### src/rtl/turn_score_writer.sv
// Turn-indexed write side for the player position counters: routes each step to the
// player whose turn it is, advances the turn, and freezes the game on a win.

module turn_score_lane #(
  parameter int CNT_W     = 5,
  parameter int STEP_W    = 3,
  parameter int WIN_SCORE = 20
) (
  input  logic              clk,
  input  logic              rst,
  input  logic              clr,
  input  logic              upd,
  input  logic [STEP_W-1:0] step_amt,
  output logic [CNT_W-1:0]  cnt,
  output logic              hit
);
  localparam logic [CNT_W:0]   WIN_EXT = (CNT_W+1)'(WIN_SCORE);
  localparam logic [CNT_W-1:0] WIN_CNT = CNT_W'(WIN_SCORE);

  logic [CNT_W:0] sum;

  // One extra bit so a near-max counter plus a step cannot wrap before the compare.
  assign sum = {1'b0, cnt} + (CNT_W+1)'(step_amt);
  assign hit = (sum >= WIN_EXT);

  always_ff @(posedge clk or posedge rst) begin
    if (rst)      cnt <= '0;
    else if (clr) cnt <= '0;
    else if (upd) cnt <= hit ? WIN_CNT : sum[CNT_W-1:0];
  end
endmodule

module turn_score_writer #(
  parameter int CNT_W     = 5,
  parameter int STEP_W    = 3,
  parameter int WIN_SCORE = 20
) (
  input  logic              clk,
  input  logic              rst,
  input  logic              start,
  input  logic [1:0]        N,
  input  logic              step_valid,
  input  logic [STEP_W-1:0] step_amt,
  output logic [1:0]        N_q,
  output logic [1:0]        T,
  output logic [CNT_W-1:0]  p1_cnt,
  output logic [CNT_W-1:0]  p2_cnt,
  output logic [CNT_W-1:0]  p3_cnt,
  output logic [CNT_W-1:0]  p4_cnt,
  output logic              busy,
  output logic              game_over,
  output logic [2:0]        winner
);
  localparam int NUM_LANES = 4;
  localparam logic [1:0] S_IDLE = 2'd0;
  localparam logic [1:0] S_PLAY = 2'd1;
  localparam logic [1:0] S_DONE = 2'd2;

  logic [1:0]                       state;
  logic [NUM_LANES-1:0][CNT_W-1:0]  cnt;
  logic [NUM_LANES-1:0]             hit;
  logic [1:0]                       last, tgt;
  logic                             start_ok, step_ok, win;

  assign last     = N_q + 2'd1;
  // Same mapping as the read mux: the last turn index belongs to p1, others to p(T+2).
  assign tgt      = (T == last) ? 2'd0 : T + 2'd1;
  assign start_ok = start && (N != 2'b11);
  assign step_ok  = step_valid && (state == S_PLAY) && !start_ok;
  assign win      = hit[tgt];

  for (genvar i = 0; i < NUM_LANES; i++) begin : g_lane
    turn_score_lane #(.CNT_W(CNT_W), .STEP_W(STEP_W), .WIN_SCORE(WIN_SCORE)) u_lane (
      .clk      (clk),
      .rst      (rst),
      .clr      (start_ok),
      .upd      (step_ok && (tgt == 2'(i))),
      .step_amt (step_amt),
      .cnt      (cnt[i]),
      .hit      (hit[i])
    );
  end

  assign p1_cnt = cnt[0];
  assign p2_cnt = cnt[1];
  assign p3_cnt = cnt[2];
  assign p4_cnt = cnt[3];

  always_ff @(posedge clk or posedge rst) begin
    if (rst) begin
      state     <= S_IDLE;
      N_q       <= 2'd0;
      T         <= 2'd0;
      winner    <= 3'd0;
      busy      <= 1'b0;
      game_over <= 1'b0;
    end else if (start_ok) begin
      state     <= S_PLAY;
      N_q       <= N;
      T         <= 2'd0;
      winner    <= 3'd0;
      busy      <= 1'b1;
      game_over <= 1'b0;
    end else if (step_ok) begin
      if (win) begin
        // T stays on the winner's turn.
        state     <= S_DONE;
        winner    <= {1'b0, tgt} + 3'd1;
        busy      <= 1'b0;
        game_over <= 1'b1;
      end else begin
        T <= (T == last) ? 2'd0 : T + 2'd1;
      end
    end
  end
endmodule

### config.mk
export PLATFORM = sky130hd
export DESIGN_NAME = turn_score_writer
export DESIGN_NICKNAME = d
export VERILOG_FILES = /design/src/rtl/turn_score_writer.sv
export SDC_FILE = /design/constraint.sdc
export NUM_CORES = 1
export LEC_CHECK = 0
export BUFFER_PORTS_ARGS = -buffer_cell sky130_fd_sc_hd__buf_2
export CORE_ASPECT_RATIO = 0.75
export CORE_UTILIZATION = 40
export CTS_CLUSTER_SIZE = 14
export DETAILED_ROUTE_END_ITERATION = 8
export HOLD_SLACK_MARGIN = 0.06
export PLACE_DENSITY = 0.72
export SLEW_MARGIN = 5
export SYNTH_ARGS = -nofsm -noshare
export SYNTH_HDL_FRONTEND = slang
export SYNTH_SLANG_ARGS = --single-unit
### constraint.sdc
create_clock -name clk -period 6 [get_ports clk]
set_clock_uncertainty 0.05 [all_clocks]
set_input_delay 1.2 -clock clk [delete_from_list [all_inputs] [get_ports clk]]
set_output_delay 1.2 -clock clk [all_outputs]
set_load 0.01 [all_outputs]
* Word level (Yosys, flattened, before mapping)
Cells that the tools add are included.
** Storage, ports and cells
- Word-level logic and storage cells :: 76
- Memories :: 0
- Latch bits :: 0
- Bits in read-only memories :: 0
- Bits in registers :: 31
- Input port bits :: 9
- Output and inout port bits :: 29
- Memory bits (writable) :: 0
** Cells by class
- Magnitude comparators :: 5
- Reductions and logical operators :: 17
- Add/sub/neg operators :: 7
- Muxes and demuxes :: 30
- Shifts and indexed selects :: 0
- Bitwise gates (word level) :: 0
- Equal/unequal tests :: 7
- Div/mod/pow operators :: 0
- $mul :: 0
** Operators by type and width (count)
- 5-bit two-way mux :: 12
- 5-bit by 3-bit adder with 6-bit output :: 4
- 6-bit by 5-bit greater-or-equal comparator with 1-bit output (second input constant) :: 4
- 2-bit two-way mux :: 7
- 2-bit nonzero test :: 6
- 3-bit two-way mux :: 3
- 1-bit logical AND :: 7
- 1-bit two-way mux :: 7
- 2-bit by 1-bit adder with 2-bit output (second input constant) :: 2
- 2-bit by 1-bit equality test with 1-bit output (second input constant) :: 2
- 2-bit equality test (second input constant) :: 2
- 2-bit != test (second input constant) :: 2
- 2-bit AND reduction :: 2
- 2-bit by 1-bit adder with 3-bit output (second input constant) :: 1
- 2-bit by 3-bit < comparator with 1-bit output (second input constant) :: 1
- 1-bit binary-select mux with 2-bit select :: 1
- 2-bit equality test :: 1
- 2-bit logical NOT :: 1
- 1-bit logical NOT :: 1

* Longest topological paths before layout
Gate-level depths: netlist (run 1).
- Depth in word-level cells :: 8
- Depth in mapped cells :: 9

* By module
From an unflattened synthesis (run 1), not the netlist that was laid out.
** Second synthesis, totals
- Cell total of the unflattened synthesis :: 265
- Area, all modules :: 2448.6 sq um
** By module, submodules not included
- turn_score_lane :: instances 4, seq. area each 125.1 sq um, area an instance 454.2 sq um, cells an instance 47
- turn_score_writer :: instances 1, seq. area each 225.2 sq um, area an instance 631.9 sq um, cells an instance 77

* Worst setup path before layout (run 1)
Ideal clock, no wire load.
- Path kind :: in2reg
- From :: input step_amt[0]
- To :: register state[0]
- Slack :: 2.772 ns
- Library setup time :: 0.118 ns
- Arrival time :: 3.060 ns
- Stages on the path :: 9
- Data required time :: 5.832 ns
- Path through :: ha_1 > inv_1 > fa_1 > a211oi_1 > o22a_2 > o221a_2 > mux2i_4 > o32a_4 > a21o_1
** Between the ends
- Cells in the longest elaborated chain, start to end :: 6
** RTL lines
- start: declaration :: line 43 : input logic [STEP_W-1:0] step_amt,
- 5-bit by 3-bit adder with 6-bit output :: line 23 : assign sum = {1'b0, cnt} + (CNT_W+1)'(step_amt);
- 6-bit by 5-bit greater-or-equal comparator with 1-bit output :: line 24 : assign hit = (sum >= WIN_EXT);
- 1-bit binary-select mux with 2-bit select * :: line 70 : assign win = hit[tgt];
- 1-bit two-way mux (implied by the code) * :: line 70
- 2-bit nonzero test (no source line) *
- 2-bit AND reduction (no source line) *
- end signal: assignment :: line 91 : state <= S_IDLE;
- end signal: assignment :: line 98 : state <= S_PLAY;
- end signal: assignment :: line 107 : state <= S_DONE;
- end: declaration :: line 59 : logic [1:0] state;
Mark *: on every way between the ends. The rest lies on a longest branch, timed or not. The select of a mux whose other input is x is not followed.
A chain may end at the register's enable or synchronous reset.

* Worst setup path after layout (run 1)
- From :: input step_amt[1]
- To :: register T[0]
** Between the ends
- Cells in the longest elaborated chain, start to end :: 6
** RTL lines
- 5-bit by 3-bit adder with 6-bit output :: line 23
- 6-bit by 5-bit greater-or-equal comparator with 1-bit output :: line 24
- 1-bit binary-select mux with 2-bit select * :: line 70
- 1-bit two-way mux (implied by the code) * :: line 70
- 2-bit != test (no source line) *
- 2-bit AND reduction (no source line) *
- end signal: assignment :: line 112 : T <= (T == last) ? 2'd0 : T + 2'd1;
- end: declaration :: line 45 : output logic [1:0] T,
Marked as above.

==> flow_summary.ini, run 1 <==
[sta]
fmax_mhz = 304
fin_tns_setup_ns = 0
min_period_ns = 3.29
worst_pin_slew_ns = 0.787
rsz0062_at_grt = no
slew_headroom = 0.474
hold_viol = 0
period_share = 0.548
setup_viol = 0
fin_ws_ns = 2.71
drv_slew = 0

[logic_synthesis]
synth.area.top_cells = dfrtp_1 (33%), ha_1 (9.2%), nand2_1 (4.5%)
syn-instance-count = 233
synth_cell_type_count = 54
ys.flop_type = dfrtp_1
synth_top_area_cell = dfrtp_1
ys_seq_area_frac = 0.335
synth_seq_cells = 29
synth.most_common_cell = dfrtp_1
netlist_area_sq_um = 2170
yosysWarnings = 0
synthArstFlopShare = 1.00
netlist.area_leader.share = 0.335
netlist_top_cells_count = dfrtp_1 (29), nand2_1 (26), inv_1 (21)
syn_nets = 262
synth-edff-count = 0
syn_avg_cell_area_sq_um = 9.31

[critical_path]
critPathArrivalTime_ns = 3.45
start_kind = input port
worstRegToRegCells = 9
r2r_end = T[0]
critPathCaptureType = register
cpMaxStageDelayCell = fa_1
critPathMaxStageDelay_ns = 0.53
cp_cell_sequence = buf_2 > inv_1 > fa_1 > nor2b_1 > o221ai_2 > a221oi_4 > o22ai_1 > a22oi_1 > mux2i_1
rr_startpoint = g_lane[2].u_lane.cnt[0]
path_class = input port to register
required_ns = 6.16
r2r_setup_slack_ns = 3.36
startpoint = step_amt[1]
cp_max_fo = 5

[detailed_routing]
dr.pass1.iters = 5
via_count = 1849
ant_nets = 0
post_drt_via_cell_ratio = 5.30
avgRoutedWirePerCell_um = 14.8
drt_iter0_markers = 117
remaining_drc_errors = 0
wl_um = 5160

[worst_hold_path]
worstHoldStart = state[0]
min_to = state[0]
hold_depth = 1
holdCritPathClass = register to register

[cells_and_area]
fin_nets = 305
area_growth_pct = 16.9
utilization = 0.503
multi_input_area_sq_um = 1350
nFillCells = 496
antenna_cells = 0
ff_latch_area_sq_um = 726
final_layout_size_suffix_gt1_frac = 0.242

[power]
pwr-share-clk = 0.237
p_sw_uw = 311
p_leak_uw = 0.00130
p_per_area_nw_per_um2 = 310
power_uw = 785
pwr-share-seq = 0.340
combPwrFrac = 0.423
p_int_uw = 474
swShare = 0.396
ir_drop_mv = 0.118

[placed_design]
routabilityCongestion = 0.796
portBuffers = 37
pre_cts_slack_ns = 2.43
dp_hpwl_um = 3800

[clock_tree]
cts_resized = 0
clock_latency_ns = 0.29
postCtsHoldBufs = 0
clk_pin_slew_ns = 0.07
post_cts_buffers = 0
cts_sinks = 29
cts_made_buffers = 5
htreeDepth = 2
cts_tree = done
root_buffer = clkbuf_8
clockBufferDepth = 2

[floorplan]
die-area_sq_um = 5720
ios = 38
dieHeight_um = 65.8
initial_core_util = 0.430
core_area_sq_um = 5040
fp.dieW_um = 87.0
rows = 22

[global_route]
grt_pass1_wl_um = 8810
overflow = 0
grt_use_total = 0.206
grt_max_degree = 30
antenna_found_initial = 0
grt_pass1_vias = 1844

[run]
cap_violations = 0

[outcome]
outcome = completed
## metal layers
| metal | GRT usage | up-vias | share of wire |
|---|---|---|---|
| li1 | - | 914 | - |
| met1 | 0.281 | 879 | 0.50 |
| met2 | 0.324 | 47 | 0.44 |
| met3 | 0.0402 | 9 | 0.051 |
| met4 | 0.0771 | 0 | 0.014 |
| met5 | 0 | - | 0 |
## critical path, delay by kind of cell
kind | cells | cell delay (ns)
simple gates | 1 | 0.19
fa+ha+maj | 1 | 0.53
compound gates | 4 | 1.02
mux | 1 | 0.20
buf+inv | 2 | 0.31
## kinds of logic (layout without fill, tap and decap cells)
| kind of cell | after synthesis | count (layout) | share of synthesized area |
|---|---|---|---|
| flops | 29 | 29 | 0.335 |
| fa+ha+maj | 20 | 20 | 0.129 |
| simple gates | 84 | 84 | 0.200 |
| mux | 7 | 7 | 0.0381 |
| buf+inv | 23 | 67 | 0.0444 |
| xor+xnor | 4 | 4 | 0.0162 |
| compound gates | 66 | 66 | 0.237 |
## flip-flops by register name (all words and copies together) (netlist names)
| register | count |
|---|---|
| g_lane.u_lane.cnt | 20 |
| game_over | 1 |
| T | 2 |
| state | 1 |
| winner | 3 |
| N_q | 2 |
## through the flow
step                std cells  instance area, sq um  hold slack (ns)
finish                    349                  2530            0.455
global route              349                  2530            0.484
CTS                       349                  2530            0.461
detailed placement        341                  2430            0.443
global placement          341                  2430            0.443
floorplan                 233                  2170            0.485
## layout by cell type (no fill, tap or decap), types with 3 or more instances in the layout
master	instances
nand3_1	8
inv_1	21
ha_1	16
nand2b_1	5
a21oi_1	10
nand2_1	26
dfrtp_1	29
nor2_1	17
mux2i_1	6
xnor2_1	3
clkbuf_8	7
o21ai_0	18
a21o_1	4
fa_1	4
o31ai_1	3
nor2b_1	9
buf_2	37
## cell type report
type	instances	area share
Clock inverter	1	0.00197
Sequential cell	29	0.286
Multi-Input combinational cell	181	0.531
Timing Repair Buffer	38	0.0760
Clock buffer	7	0.0380
Inverter	21	0.0311
Tap cell	72	0.0355
## how the worst max path moves through the flow
stage	to	slack [ns]	depth (start not counted)
2_1_floorplan	state[0]	2.77	9
3_3_place_gp	state[0]	2.42	9
3_5_place_dp	state[0]	2.43	9
4_1_cts	T[0]	2.71	9
5_1_grt	T[0]	2.53	9
6_report	T[0]	2.71	9
## power groups by stage
stage / sequential [uW] / combinational, uW / clock, uW
after floorplan: 279 / 225 / 0
after global placement: 269 / 322 / 0
after detailed placement: 271 / 331 / 0
after CTS: 267 / 334 / 190
after global routing: 272 / 377 / 198
final: 267 / 332 / 186
No activity file was read; power rests on OpenSTA's default activity.
==> run 2: changes to the inputs <==
==> constraint.sdc (replaced) <==
create_clock -name clk -period 3.24 [get_ports clk]
set_clock_uncertainty 0.05 [all_clocks]
set_input_delay 0.648 -clock clk [delete_from_list [all_inputs] [get_ports clk]]
set_output_delay 0.648 -clock clk [all_outputs]
set_load 0.01 [all_outputs]
==> flow_summary.ini, run 2 (synthesis gave the netlist of run 1 again) <==
[cells_and_area]
area_growth_pct = 17.6
antenna_cells = 0
final_common_cell = buf_2
reg.largest.list = g_lane.u_lane.cnt: 20 flops, winner: 3 flops
mostFrequentLayoutCells = buf_2 (37), dfrtp_1 (29), nand2_1 (26)
utilization = 0.506
top_register = g_lane.u_lane.cnt
largest_register_ffs = 20
fin_nets = 307
final_layout_size_suffix_gt1_frac = 0.247

[critical_path]
required_ns = 3.37
r2r_end = state[0]
path_class = input port to register
cpMaxStageDelayCell = fa_1
critPathArrivalTime_ns = 2.86
cp_top_family = compound AO/OA/AOI/OAI gates
critPathCaptureType = register
cp_max_fo = 6
path_buf_inv = 2
rr_startpoint = g_lane[1].u_lane.cnt[0]
start_kind = input port
worstRegToRegCells = 9
critPathMaxStageDelay_ns = 0.47
r2r_setup_slack_ns = 0.64
cp_cell_sequence = buf_2 > ha_1 > inv_1 > fa_1 > a211oi_1 > o22a_2 > o221a_2 > mux2i_4 > o32a_4 > a21o_1

[run]
cap_violations = 0

[detailed_routing]
remaining_drc_errors = 0
post_drt_via_cell_ratio = 5.25
dr.pass1.iters = 4
ant_nets = 0
wl_um = 5100
via_count = 1844
avgRoutedWirePerCell_um = 14.5
drt_iter0_markers = 75

[placed_design]
pre_cts_slack_ns = 0.215
dp_hpwl_um = 3780
routabilityCongestion = 0.819
portBuffers = 37

[floorplan]
die-area_sq_um = 5720
rows = 22
initial_core_util = 0.430
dieHeight_um = 65.8
fp.dieW_um = 87.0
core_area_sq_um = 5040
ios = 38

[global_route]
grt_use_total = 0.197
antenna_found_initial = 0
grt_pass1_wl_um = 8420
grt_pass1_vias = 1758
grt_max_degree = 30
overflow = 0

[clock_tree]
clockBufferDepth = 2
postCtsHoldBufs = 0
clk_pin_slew_ns = 0.07
htreeDepth = 2
root_buffer = clkbuf_8
clock_latency_ns = 0.29
cts_made_buffers = 5
cts_tree = done
post_cts_buffers = 0
cts_resized = 0
cts_sinks = 29

[worst_hold_path]
holdCritPathClass = input port to asynchronous set/reset pin

[sta]
fmax_mhz = 367
worst_pin_slew_ns = 0.392
setup_viol = 0
hold_viol = 0
slew_headroom = 0.738
min_period_ns = 2.72
fin_ws_ns = 0.516
fin_tns_setup_ns = 0
period_share = 0.841
rsz0062_at_grt = no
drv_slew = 0

[power]
p_per_area_nw_per_um2 = 571
ir_drop_mv = 0.269
p_leak_uw = 0.00131

[outcome]
outcome = completed
[run 2: changes by cell type in the layout (fill, tap and decap cells not counted)]
cell and change:
buf_4 +2
[run 2: worst reg2reg max path, delay by kind of cell, from the launching register on]
| kind | cells | cell delay, ns |
|---|---|---|
| fa+ha+maj | 2 | 0.68 |
| mux | 1 | 0.10 |
| compound gates | 5 | 1.22 |
| buf+inv | 1 | 0.06 |
| flops | 1 | 0.39 |
[run 2: final cells by class]
type,instances,area [sq um]
inverters,21,78.8
clock buffers,7,96.3
clock inverters,1,5.00
flip-flops and latches,29,726
well taps,72,90.1
multi-input cells,181,1350
repair buffers,40,208
fillers,464,2490
[run 2: power breakdown]
| part | switching [uW] | internal, uW | leakage [uW] |
|---|---|---|---|
| clock network | 152 | 192 | 0.0000542 |
| registers | 69.3 | 424 | 0.000391 |
| logic | 356 | 262 | 0.000860 |
| total | 577 | 879 | 0.00131 |
[run 2: worst max-delay path by stage]
| stage | startpoint | endpoint | slack, ns | depth (start not counted) |
|---|---|---|---|---|
| 6_report | step_amt[0] | state[0] | 0.52 | 10 |
| 5_1_grt | step_amt[0] | T[0] | 0.39 | 10 |
| 4_1_cts | step_amt[1] | state[0] | 0.53 | 9 |
| 3_5_place_dp | step_amt[1] | state[0] | 0.22 | 9 |
| 3_3_place_gp | step_amt[1] | state[0] | 0.22 | 9 |
| 2_1_floorplan | step_amt[0] | state[0] | 0.56 | 9 |
[run 2: metal layers]
| metal | global-route usage | up-vias | share of wire |
|---|---|---|---|
| met3 | 0.0427 | 9 | 0.043 |
| met5 | 0 | - | 0 |
| li1 | - | 918 | - |
| met1 | 0.264 | 873 | 0.50 |
| met4 | 0.0813 | 0 | 0.016 |
| met2 | 0.307 | 44 | 0.44 |
[run 2: stage by stage]
stage	instance area, sq um	total power [uW]	hold WS (ns)	std cells
after floorplan	2170	932	0.485	233
after global placement	2450	1100	0.441	343
after detailed placement	2450	1110	0.437	343
after CTS	2550	1470	0.383	351
after global routing	2550	1570	0.427	351
final	2550	1460	0.371	351
